[src/rtl/mem_wb_latch.sv]
// MEM/WB pipeline register with memory-completion handshake, completion timeout and halt freeze.
// Optional performance counters are built when MEMWB_PERF_EN is defined.
module mem_wb_latch #(
   parameter int MAX_WAIT = 16
) (
   input  logic        clk,
   input  logic        rst,
   input  logic        mem_valid,
   input  logic [15:0] ALU,
   input  logic [15:0] readData,
   input  logic        Done_DM,
   input  logic        MemToReg,
   input  logic        RegWrite,
   input  logic [2:0]  WriteReg,
   input  logic        HaltSig,
   input  logic        err_in,
   output logic        Stall_MEM,
   output logic        wb_valid,
   output logic [15:0] wb_data,
   output logic        wb_RegWrite,
   output logic [2:0]  wb_WriteReg,
   output logic        wb_halt,
   output logic        wb_err,
   output logic [7:0]  wait_cnt,
   output logic [15:0] perf_stall,
   output logic [15:0] perf_retire,
   output logic [1:0]  fsm_state
);

   typedef enum logic [1:0] {
      RUN    = 2'd0,
      WAIT   = 2'd1,
      HALTED = 2'd2
   } state_t;

   localparam logic [7:0] MAX_W = 8'(MAX_WAIT);

   state_t state;
   logic   halted;
   logic   cap_normal;
   logic   cap_timeout;
   logic   capture;

   // Upstream is frozen while completion is pending, and forever once halted.
   always_comb begin
      halted      = (state == HALTED);
      Stall_MEM   = (mem_valid & ~Done_DM & ~halted) | halted;
      cap_normal  = Done_DM & (((state == RUN) & mem_valid) | (state == WAIT));
      cap_timeout = (state == WAIT) & ~Done_DM & (wait_cnt >= MAX_W);
      capture     = cap_normal | cap_timeout;
   end

   assign fsm_state = state;

   always_ff @(posedge clk) begin
      if (rst) begin
         state       <= RUN;
         wait_cnt    <= 8'd0;
         wb_valid    <= 1'b0;
         wb_data     <= 16'd0;
         wb_RegWrite <= 1'b0;
         wb_WriteReg <= 3'd0;
         wb_halt     <= 1'b0;
         wb_err      <= 1'b0;
      end else begin
         wb_valid    <= 1'b0;
         wb_RegWrite <= 1'b0;
         case (state)
            RUN: begin
               if (mem_valid & ~Done_DM) begin
                  state    <= WAIT;
                  wait_cnt <= 8'd1;
               end
            end
            WAIT: begin
               if (capture) begin
                  state    <= RUN;
                  wait_cnt <= 8'd0;
               end else begin
                  wait_cnt <= wait_cnt + 8'd1;
               end
            end
            default: begin
               state <= HALTED;
            end
         endcase
         if (capture) begin
            wb_valid    <= 1'b1;
            wb_WriteReg <= WriteReg;
            // A timed-out access retires as a non-writing error carrying the address.
            wb_data     <= (cap_normal & MemToReg) ? readData : ALU;
            wb_RegWrite <= cap_normal & RegWrite;
            wb_err      <= cap_timeout | err_in;
            if (HaltSig) begin
               wb_halt <= 1'b1;
               state   <= HALTED;
            end
         end
      end
   end

`ifdef MEMWB_PERF_EN
   logic [15:0] stall_q;
   logic [15:0] retire_q;

   always_ff @(posedge clk) begin
      if (rst) begin
         stall_q  <= 16'd0;
         retire_q <= 16'd0;
      end else begin
         if (Stall_MEM & ~halted & (stall_q != 16'hFFFF))
            stall_q <= stall_q + 16'd1;
         if (capture & (retire_q != 16'hFFFF))
            retire_q <= retire_q + 16'd1;
      end
   end

   assign perf_stall  = stall_q;
   assign perf_retire = retire_q;
`else
   assign perf_stall  = 16'd0;
   assign perf_retire = 16'd0;
`endif

endmodule

[config.mk]
export PLATFORM = sky130hd
export DESIGN_NAME = mem_wb_latch
export DESIGN_NICKNAME = d
export VERILOG_FILES = /design/src/rtl/mem_wb_latch.sv
export SDC_FILE = /design/constraint.sdc
export NUM_CORES = 1
export LEC_CHECK = 0
export CAP_MARGIN = 20
export CORE_MARGIN = 2
export CORE_UTILIZATION = 31
export CTS_CLUSTER_SIZE = 28
export DETAILED_ROUTE_END_ITERATION = 10
export PLACE_DENSITY = 0.85
export SLEW_MARGIN = 40
export SYNTH_ARGS = -nofsm -noshare
export SYNTH_HDL_FRONTEND = slang
export SYNTH_SLANG_ARGS = --single-unit
[constraint.sdc]
create_clock -name clk -period 1.5 [get_ports clk]
set_input_delay 0.15 -clock clk [delete_from_list [all_inputs] [get_ports clk]]
set_output_delay 0.15 -clock clk [all_outputs]
set_load 0.05 [all_outputs]
# Word level (Yosys, flattened, before mapping)
# Cells that the tools add are included.
[classes]
bitwise_logic = 15
add_sub_neg = 1
n_mux = 10
eq_ne = 3
n_reduce_logical = 5
n_lt_le_gt_ge = 1
[op_table]
columns = ["op", "n"]
rows = [
  ["16-bit two-way mux", 1],
  ["8-bit two-way mux", 2],
  ["8-bit one-hot mux with 2 select lines", 1],
  ["8-bit by 1-bit adder with 8-bit output (second input constant)", 1],
  ["1-bit bitwise AND", 8],
  ["8-bit by 5-bit >= comparator with 1-bit output (second input constant)", 1],
  ["2-bit two-way mux", 4],
  ["1-bit bitwise OR", 4],
  ["2-bit one-hot mux with 2 select lines", 1],
  ["2-bit AND reduction", 2],
  ["1-bit NOT", 3],
  ["2-bit by 1-bit equality test with 1-bit output (second input constant)", 1],
  ["2-bit equality test (second input constant)", 1],
  ["2-bit zero test", 1],
  ["2-bit by 1-bit != test with 1-bit output (second input constant)", 1],
  ["2-bit nonzero test", 1],
  ["2-bit OR reduction", 1],
  ["1-bit two-way mux", 1],
]
[totals]
in_bits = 43
elab_cells = 43
ff_bits = 33
out_inout_bits = 66

# Logic depth before layout (Yosys ltp)
[logic_depth]
depth_word = 9
ltp_mapped = 5
mapped_depth_nobuf = 4

# Worst setup path before layout
# OpenSTA, ideal clock, no wires.
[synth_timing]
path_type = "register to output"
startpoint = "reg state[1] (netlist: fsm_state[1])"
endpoint = "out Stall_MEM"
n_path_buf = 0
stages_incl_launch_ff = 3
path_slack_ps = -539
required_ps = 1350
t_arrival_ps = 1889
path_cell_list = "dfxtp_1 > inv_1 > o21ai_0"
[synth_between]
elab_chain_len = 4
[synth_rtl]
columns = ["element", "line", "text"]
rows = [
  ["from (decl)", "38", "state_t state;"],
  ["from (signal assigned)", "57", "state <= RUN;"],
  ["from (signal assigned)", "71", "state <= WAIT;"],
  ["from (signal assigned)", "77", "state <= RUN;"],
  ["2-bit equality test (*)", "46", "halted = (state == HALTED);"],
  ["1-bit NOT", "47", "Stall_MEM = (mem_valid & ~Done_DM & ~halted) | halted;"],
  ["1-bit bitwise AND", "47", ""],
  ["1-bit bitwise OR (*)", "47", ""],
  ["to (decl)", "17", "output logic Stall_MEM,"],
]
# Every way passes the cells marked *; elsewhere a longest branch is shown, timed or not.

# Worst setup path after layout
[layout_timing]
startpoint = "reg state[0] (netlist: fsm_state[0])"
endpoint = "reg wb_data[4]"
[layout_between]
elab_chain_len = 6
word_cells_on_any_way = 10
cone_classes = "1 x eq/ne; 1 x mux; 7 x bitwise; 1 x reduce/logical"
[layout_rtl]
columns = ["element", "line", "text"]
rows = [
  ["2-bit zero test", "48", "cap_normal = Done_DM & (((state == RUN) & mem_valid) | (state == WAIT));"],
  ["1-bit bitwise AND", "48", ""],
  ["1-bit bitwise OR", "48", ""],
  ["1-bit bitwise AND", "48", ""],
  ["1-bit bitwise AND", "91", "wb_data <= (cap_normal & MemToReg) ? readData : ALU;"],
  ["16-bit two-way mux", "91", ""],
  ["to (signal assigned)", "91", ""],
  ["to (decl)", "19", "output logic [15:0] wb_data,"],
]
# Several ways; a longest one is shown, not always the timed one.
# A chain may end at the register's enable or synchronous reset.

==> metrics.yaml <==
synth:
  yosysSeqAreaShare: 0.403
  synthFlopType: "dfxtp_1"
  yosys-top-cells-count: "dfxtp_1 (33), buf_4 (32), inv_1 (20)"
  avgSynthCellArea_um2: 9.36
  async_reset_ff_frac: 0
  syn-cell-area_um2: 1640
  synthCells: 175
  synth_top_area_share: 0.403
  ys_types: 36
  synth.largest_area_cell: "dfxtp_1"
  yosysMostFrequentCell: "dfxtp_1"
  synth_edf_count: 0
  ys_seq_elements: 33
  ys_warn_count: 0
  synthTopCellsByArea: "dfxtp_1 (40%), buf_4 (15%), o221a_1 (7.6%)"
placed_design:
  place.gp.congestion: 0.723
  dpl_cell_area_um2: 2470
  dp_hpwl_um: 3090
  io_buffers: 76
cts:
  clock_path_buffers: 2
  htreeDepth: 2
  clock-sinks: 33
  clk_latency_ns: 0.27
  cts_tree: "done"
  cts_root_buffer: "clkbuf_8"
  numCtsBuffers: 5
  clk_pin_slew_ns: 0.07
sta:
  rsz0062_at_grt: "yes"
  fin_ws_ns: -0.0675
  setup_viol: 19
  final_hold_viol_count: 0
  maxSlewViolCount: 0
  min_period_ns: 1.57
  fin_crit_sh: 1.04
  max_freq_mhz: 638
  finalClockSkew_ns: 0.00268
final_layout:
  drive_gt1_frac: 0.313
  syn_to_final_growth_pct: 64.2
  multiInputGateArea_um2: 826
  final_util: 0.527
  regArea_um2: 671
  final_nets: 323
  diodes: 0
  postLayoutCellArea_um2: 2690
  nFillCells: 478
die:
  start_util: 0.321
  die-area_um2: 5880
  ios: 109
  rows: 26
  die_w_um: 76.7
  core_region_area_um2: 5110
  fp.dieH_um: 76.7
pwr:
  peakVddDrop_uv: 312
  power.density_nw_per_um2: 930
  leakage_nw: 1.25
flow_run:
  drv_cap: 0
drt:
  firstDrtPassIters: 4
  drcViolationCount: 0
  drt_iter0_drc: 50
  vias_per_cell: 4.36
  wl_um: 4320
  post_drt_wl_per_cell_um: 12.4
  ant_nets: 0
  num_vias: 1518
global_routing:
  grt_max_degree: 29
  antenna_found_initial: 0
  grt_pass1_wl_um: 7110
  grt-ovfl-total: 0
  grt_pass1_vias: 1496
  grtUsageTotal: 0.147
setup_path:
  endpoint_kind: "register"
  worstSetupPathType: "register to register"
  cp-start-kind: "register"
  cp.required_ns: 1.67
  arrival_ns: 1.73
  crit_fanout: 8
outcome:
  status: "finished, violations left"
  failed_checks: "setup timing"
hold_path:
  worstHoldPathType: "primary input to register"
-- cell type report --
type,instances,area share
multi-input combinational,115,0.307
inverter,20,0.0279
sequential,33,0.249
tap,70,0.0326
clock buffer,7,0.0321
timing repair buffer,103,0.351
-- state kept, by name, indices dropped and copies added (netlist names) --
| signal | count |
|---|---|
| wb_WriteReg | 3 |
| fsm_state | 2 |
| wb_valid | 1 |
| wb_err | 1 |
| wait_cnt | 8 |
| wb_RegWrite | 1 |
| wb_halt | 1 |
| wb_data | 16 |
-- final timing paths --
| path | depth (start not counted) | to | slack, ns | startpoint |
|---|---|---|---|---|
| worst max-delay path | 4 | wb_data[4]$_SDFFE_PP0P_ | -0.07 | fsm_state[0]$_SDFF_PP0_ |
| worst min-delay path | 2 | wb_RegWrite$_SDFF_PP0_ | 0.44 | RegWrite |
| worst max register to register | 4 | wb_data[4]$_SDFFE_PP0P_ | -0.07 | fsm_state[0]$_SDFF_PP0_ |
| worst min register to register | 2 | wb_halt$_SDFFE_PP0P_ | 0.48 | wb_halt$_SDFFE_PP0P_ |
-- per-layer routing --
| metal | GRT usage | wire (um) | share of wire |
|---|---|---|---|
| met2 | 0.258 | 2160 | 0.50 |
| met5 | 0 | 0 | 0 |
| met3 | 0.0529 | 333 | 0.077 |
| met4 | 0.0291 | 21 | 0.0049 |
| met1 | 0.172 | 1810 | 0.42 |
-- critical path: stages, from the launching register on --
cell     delay (ns)
dfxtp_4        0.34
or3b_4         0.38
o22ai_4        0.20
a21bo_4        0.31
o221a_2        0.23
-- power breakdown --
part           switching (W)  internal [W]
Clock               0.000302      0.000364
Combinational       0.000546      0.000325
Sequential         0.0000340      0.000931
Total               0.000882       0.00162
-- cells in the final DEF (no fill, tap or decap), types with 2 or more instances in the layout --
| cell type | count |
|---|---|
| buf_4 | 55 |
| dfxtp_4 | 2 |
| nand2b_4 | 2 |
| buf_12 | 3 |
| nor2_1 | 9 |
| mux2i_1 | 4 |
| conb_1 | 32 |
| nor4b_1 | 2 |
| inv_1 | 20 |
| clkbuf_8 | 6 |
| nor2b_1 | 3 |
| o221a_1 | 11 |
| a21bo_4 | 2 |
| a21oi_1 | 18 |
| ha_1 | 2 |
| dfxtp_1 | 29 |
| o221a_4 | 3 |
| and2_1 | 3 |
| nand3_1 | 2 |
| clkdlybuf4s50_1 | 42 |
| dfxtp_2 | 2 |
| o221a_2 | 2 |
-- timing repair --
item,4_1_cts,5_1_grt
hold buffers,0,0
buffers inserted,0,2
pin swaps,9,3
endpoints found under the setup margin,20,25
gates resized for setup,6,10
cloned,1,1
-- metrics by stage --
step / TNS (ns) / hold slack (ns) / setup WS (ns) / total power [W] / instances
6_report: -0.764 / 0.442 / -0.0675 / 0.00250 / 348
5_1_grt: -2.03 / 0.444 / -0.123 / 0.00263 / 348
4_1_cts: -1.51 / 0.432 / -0.0974 / 0.00249 / 345
3_5_place_dp: -7.28 / 0.479 / -0.339 / 0.00180 / 337
3_3_place_gp: -6.27 / 0.456 / -0.262 / 0.00179 / 337
2_1_floorplan: -4.04 / 0.289 / -0.263 / 0.00157 / 206
-- kinds of logic (layout without fill, tap and decap cells) --
group	Yosys count	in the layout	synth area share
compound gates	46	47	0.230
xor+xnor	1	1	0.00535
fa+ha+maj	2	2	0.0153
buf+inv	59	130	0.215
flops	33	33	0.403
mux	4	4	0.0244
other cells	1	32	0.00229
simple gates	29	29	0.105
No activity file was read; power rests on OpenSTA's default activity.
